`src/rtl/mcyc_stall_ctrl.sv`:
```
// Pipeline stall merge plus MAC/divide sequencing for the 5-stage core.
// Optional divider watchdog is built when DIV_TIMEOUT_EN is defined.
module mcyc_stall_ctrl #(
    parameter int DIV_MAX_CYC = 40,
    parameter int CNT_W       = 16
) (
    input  logic             clk,
    input  logic             rst,
    input  logic             id_stallreq_i,
    input  logic             mem_stallreq_i,
    input  logic             ex_mac_i,
    input  logic             ex_div_i,
    input  logic             div_ready_i,
    input  logic             flush_i,
    output logic [5:0]       stall_o,
    output logic             mac_phase_o,
    output logic             div_start_o,
    output logic             div_annul_o,
    output logic             busy_o,
    output logic [CNT_W-1:0] stall_cnt_o,
    output logic             div_timeout_o
);

    localparam logic [1:0] IDLE = 2'd0;
    localparam logic [1:0] MAC2 = 2'd1;
    localparam logic [1:0] DIVW = 2'd2;

    if (DIV_MAX_CYC < 1) begin : g_bad_param
        $error("DIV_MAX_CYC must be at least 1");
    end

    logic [1:0] state, state_nxt;
    logic       ex_stallreq;
    logic       wd_hit;

    always_comb begin
        ex_stallreq = 1'b0;
        case (state)
            IDLE:    ex_stallreq = ex_mac_i | ex_div_i;
            MAC2:    ex_stallreq = 1'b0;
            DIVW:    ex_stallreq = !div_ready_i;
            default: ex_stallreq = 1'b0;
        endcase
    end

    // Flush releases everything; otherwise the deepest requester wins.
    always_comb begin
        stall_o = 6'b000000;
        if (rst || flush_i)       stall_o = 6'b000000;
        else if (mem_stallreq_i)  stall_o = 6'b011111;
        else if (ex_stallreq)     stall_o = 6'b001111;
        else if (id_stallreq_i)   stall_o = 6'b000111;
    end

`ifdef DIV_TIMEOUT_EN
    localparam int WD_W = $clog2(DIV_MAX_CYC + 1);
    localparam logic [WD_W-1:0] WD_LAST = WD_W'(DIV_MAX_CYC - 1);

    logic [WD_W-1:0] wd_cnt;
    logic            timeout_q;

    assign wd_hit        = (state == DIVW) && !div_ready_i && (wd_cnt == WD_LAST);
    assign div_timeout_o = timeout_q;

    always_ff @(posedge clk) begin
        if (rst) begin
            wd_cnt    <= '0;
            timeout_q <= 1'b0;
        end else begin
            if (state != DIVW)    wd_cnt <= '0;
            else if (!div_ready_i) wd_cnt <= wd_cnt + 1'b1;
            if (wd_hit)            timeout_q <= 1'b1;
        end
    end
`else
    assign wd_hit        = 1'b0;
    assign div_timeout_o = 1'b0;
`endif

    // In MAC2 stall_o[3] can only come from MEM; in DIVW it also covers !ready.
    always_comb begin
        state_nxt = state;
        if (flush_i || wd_hit) begin
            state_nxt = IDLE;
        end else begin
            case (state)
                IDLE: begin
                    if (ex_div_i)      state_nxt = DIVW;
                    else if (ex_mac_i) state_nxt = MAC2;
                end
                MAC2:    if (!stall_o[3]) state_nxt = IDLE;
                DIVW:    if (div_ready_i && !stall_o[3]) state_nxt = IDLE;
                default: state_nxt = IDLE;
            endcase
        end
    end

    always_ff @(posedge clk) begin
        if (rst) state <= IDLE;
        else     state <= state_nxt;
    end

    assign mac_phase_o = !rst && (state == MAC2) && !flush_i;
    assign div_start_o = !rst && (state == DIVW);
    assign div_annul_o = !rst && (state == DIVW) && (flush_i || wd_hit);
    assign busy_o      = !rst && (state != IDLE);

    always_ff @(posedge clk) begin
        if (rst)
            stall_cnt_o <= '0;
        else if ((stall_o != 6'b000000) && (stall_cnt_o != {CNT_W{1'b1}}))
            stall_cnt_o <= stall_cnt_o + 1'b1;
    end

endmodule

```
`config.mk`:
```
export PLATFORM = sky130hd
export DESIGN_NAME = mcyc_stall_ctrl
export DESIGN_NICKNAME = d
export VERILOG_FILES = /design/src/rtl/mcyc_stall_ctrl.sv
export SDC_FILE = /design/constraint.sdc
export NUM_CORES = 1
export LEC_CHECK = 0
export ABC_AREA = 1
export CAP_MARGIN = 30
export CORE_UTILIZATION = 35
export DETAILED_ROUTE_END_ITERATION = 8
export PLACE_DENSITY = 0.72
export RECOVER_POWER = 50
export SLEW_MARGIN = 20
export SYNTH_ARGS = -nofsm -noshare
export SYNTH_HDL_FRONTEND = slang
export SYNTH_SLANG_ARGS = --single-unit
```
`constraint.sdc`:
```
create_clock -name clk -period 3.2 [get_ports clk]
set_input_delay 0.96 -clock clk [delete_from_list [all_inputs] [get_ports clk]]
set_output_delay 0.96 -clock clk [all_outputs]
set_load 0.005 [all_outputs]
```
## Yosys cells after proc, flatten, opt, wreduce, memory -nomap -nowiden

Cells that the tools add are included.

- Register bits after elaboration: 18
- Output and inout port bits: 27
- Logic and storage cells: 37

- Add/sub/neg operators: 1
- Equality and inequality tests: 6
- Mux-type cells: 10
- Bitwise operators: 1
- Reductions and logical operators: 17

Operators by type and width:

| kind | count |
|---|---|
| $add A16 B1 Y16 const B | 1 |
| $ne A16 B16 Y1 const B | 1 |
| $mux W5 | 2 |
| $mux W2 | 4 |
| $logic_and A1 B1 Y1 | 7 |
| $pmux W2 S3 | 1 |
| $reduce_bool A6 Y1 | 1 |
| $logic_not A1 Y1 | 4 |
| $mux W4 | 1 |
| $ne A2 B2 Y1 const B | 2 |
| $mux W3 | 1 |
| $ne A3 B3 Y1 const B | 1 |
| $reduce_and A3 Y1 | 1 |
| $eq A2 B1 Y1 const B | 1 |
| $eq A2 B2 Y1 const B | 1 |
| $logic_not A2 Y1 | 1 |
| $pmux W1 S2 | 1 |
| $reduce_bool A2 Y1 | 1 |
| $reduce_or A2 Y1 | 1 |
| $logic_or A1 B1 Y1 | 1 |
| $or A1 B1 Y1 | 1 |

## Logic depth before layout (Yosys ltp)

- Word-level depth: 9
- Depth in mapped cells: 10
- Gate-level depth less buffers: 9

## Least setup slack after synthesis

Ideal clock, no wire load.

- Kind: input-to-output
- From: input port rst
- To: output port busy_o
- Data arrival time: 1.687 ns
- Setup slack: 0.553 ns
- Stages: 3
- Path buffers: 2
- Cells stage by stage: buf_2 > buf_1 > nor2_1

- Longest elaborated chain between the ends: 2

Ends and longest elaborated chain:

| item | line | source |
|---|---|---|
| start: declaration | 8 | `input logic rst,` |
| $logic_not A1 Y1 | 106 | `assign busy_o = !rst && (state != IDLE);` |
| $logic_and A1 B1 Y1 | 106 |  |
| end: declaration | 19 | `output logic busy_o,` |

Every way passes these cells.

## Final worst setup path

- From: input port rst
- To: output port div_annul_o

- Longest elaborated chain between the ends: 3

Ends and longest elaborated chain:

| item | line | source |
|---|---|---|
| $logic_not A1 Y1 | 105 | `assign div_annul_o = !rst && (state == DIVW) && (flush_i \|\| wd_hit);` |
| $logic_and A1 B1 Y1 (2 in a row) | 105 |  |
| end: declaration | 18 | `output logic div_annul_o,` |

Every way passes these cells.

==> run metrics <==
outcome=complete, no violations; first-pass GRT wire length=a little over 5 mm; gp weighted congestion=0.8618; Num CTS Buffers=3; synth unique cells=27; Slew Limit Fails=0; Die Wd=about 62 um; Final setup violation count=0; pwr dens=263.6 nW/um^2; final critical-path share of the clock period=between 90% and 100%; final non-filler cell total=between 200 and 300; Arr. time, crit path=~2.1 ns; max frequency=about 330 MHz; Worst-path clk slew=0.11 ns; NetSw=around 120 uW; sequential share of the synthesized area=between 20% and 30%; MaxCap Viol Count=0; P&R area growth vs syn=31.63%; 1st-pass router iterations=4; dpl cells=approximately 260; slew margin rel.=a little over two fifths; total wire length=2.818 mm; YS warnings=0; maximum VDD drop=approximately 0.12 mV; # clock sinks=18; CTS Buffer Depth=2; initial antenna violation count=0; layout cell share with drive strength beyond 1=between 20% and 30%; root buffer cell=clkbuf_4; Post-CTS Setup Bufs=0; Logic pwr share=between 10 and 15%; Hold Path Class=reg2reg; ANT nets after route=0; switching part of the total=a little over a quarter; Post-synth ARST share=0%; RSZ-0062 raised after global routing=false; # diodes=0; Reg power frac=roughly 52%; vias=~1200; Layout Nets=230; largest net degree at the start of global routing=18; Synth Instances=182; Worst-Margin Slew=0.8548 ns; DR vias/cell=roughly 4.7; Final Hold Fails=0; DRC=0; clock latency on the worst-skew pair=approximately 0.31 ns; overall power=between 400 and 500 uW; die area=around 3900 um^2; number of flops mapped to enable cells by yosys=0; fillers=380; GRT overflow=0; Tmin final=3.031 ns; Critical Path RT=2.24 ns; I/O pin total=35; CTS tree=done; Starting DRT DRC Count=27; element type at the critical path start=input port; clock share of power=roughly 34%; H-Tree Level Count=1; Initial Util=between 30 and 40%; wire per inst=roughly 11 um; pre-CTS setup slack=-0.1266 ns; hold bufs inserted after CTS=0; syn_area_per_cell=roughly 7.0 um^2; FF+latch count, synth=18; r2r setup slk=around 1.2 ns; slack of the critical path=between 0.15 and 0.2 ns; P_int=325.3 uW; dpl hpwl=approximately 2.1 mm; Die Ht=between 60 and 70 um; Final Util=between 40 and 50%; Sum Neg Setup Slack=0 ns; PortBufs=32; Top FF cell, synth=dfxtp_1; Syn Std Cell Area=~1300 um^2; vias in the first global route=~1100; Leakage=just under 0.7 nW; element type at the critical path end=primary output; Crit Path Class=in2out; maximum net fanout on the critical path=3; Core Footprint=between 3000 and 4000 um^2; Worst Clk Skew=about 0.012 ns; num rows=21; gr usage total=15.88%
final cells by class:
type	instances	area (um^2)	area share (%)
Multi-Input combinational cell	139	772.0	46.18
Sequential cell	18	360.3	21.56
Clock buffer	4	36.28	2.171
Tap cell	46	57.56	3.443
Inverter	18	67.56	4.042
Timing Repair Buffer	41	377.9	22.60
power by group through the flow:
stage	sequential [mW]	clock (mW)	combinational, mW
2_1_floorplan	0.234	0	0.0380
6_report	0.230	0.150	0.0608
3_3_place_gp	0.235	0	0.0649
4_1_cts	0.230	0.151	0.0629
5_1_grt	0.231	0.166	0.0671
3_5_place_dp	0.235	0	0.0656
repair_timing:
action                                 in CTS  in global routing
endpoints found under the hold margin       0                  0
resized for setup                          10                  0
setup endpoints to repair                   8                  0
cell families after synthesis:
| family | after synthesis | synth area share (%) |
|---|---|---|
| AO/OA/AOI/OAI | 18 | 10.25 |
| XOR/XNOR | 11 | 7.586 |
| adder cells (fa/ha/maj) | 1 | 0.9851 |
| buffers and inverters | 26 | 10.74 |
| flip-flops | 18 | 28.37 |
| other | 1 | 0.2953 |
| AND/OR/NAND/NOR | 107 | 41.77 |
registers in the layout, summed over array words and instances (netlist names):
| register | count |
|---|---|
| stall_cnt_o | 16 |
| state | 2 |
cells in the final DEF (no fill, tap or decap), drive strengths merged, types with 2 or more instances in the layout:
| cell | synthesis | final |
|---|---|---|
| and2 | 2 | 2 |
| nand3 | 13 | 13 |
| dlygate4sd2 | 0 | 8 |
| nand2 | 63 | 63 |
| xor2 | 5 | 5 |
| clkbuf | 0 | 4 |
| buf | 8 | 9 |
| conb | 1 | 2 |
| clkdlybuf4s50 | 0 | 9 |
| nand4 | 4 | 4 |
| a21oi | 17 | 17 |
| xnor2 | 6 | 6 |
| nor3 | 2 | 2 |
| dlygate4sd3 | 0 | 15 |
| nor2 | 22 | 22 |
| dfxtp | 18 | 18 |
| inv | 17 | 17 |
metal layers:
| metal | vias to the layer above | part of all wire, % | GRT usage [%] |
|---|---|---|---|
| li1 | 642 | - | - |
| met1 | 570 | 48 | 21.48 |
| met2 | 32 | 47 | 26.10 |
| met3 | 5 | 3.9 | 2.390 |
| met4 | 0 | 1.2 | 4.360 |
| met5 | - | 0 | 0 |
cells in the mapped netlist (3+ instances only):
master	count	share of area, %
a21oi_2	10	6.9
xnor2_1	6	4.1
nand2_2	15	7.4
nand4_1	3	1.5
buf_4	4	2.4
nor2_1	16	4.7
nand2_1	48	14
nor2_4	3	2.7
nor2_2	3	1.5
inv_1	17	5.0
a21oi_1	7	2.8
nand3_1	11	4.3
dfxtp_1	18	28
xor2_1	5	3.4
critical path, stage by stage:
cell,delay (ns)
dlygate4sd2_1,0.25
nor3_1,0.20
and2_1,0.15
clkdlybuf4s50_1,0.50
through the flow:
step / hold WS, ns / cell area, um^2
5_1_grt: 0.5728 / 1672
3_5_place_dp: 0.5187 / 1650
2_1_floorplan: 0.4942 / 1274
6_report: 0.5261 / 1672
3_3_place_gp: 0.5024 / 1650
4_1_cts: 0.5378 / 1687
path summary, 6_finish.rpt:
check,start,endpoint,cells after the start
setup reg to reg,stall_cnt_o[0],stall_cnt_o[15],8
hold / removal,stall_cnt_o[15],stall_cnt_o[15],2
setup / recovery,rst,div_annul_o,4
hold reg to reg,stall_cnt_o[15],stall_cnt_o[15],2
No activity file was read; power rests on OpenSTA's default activity.
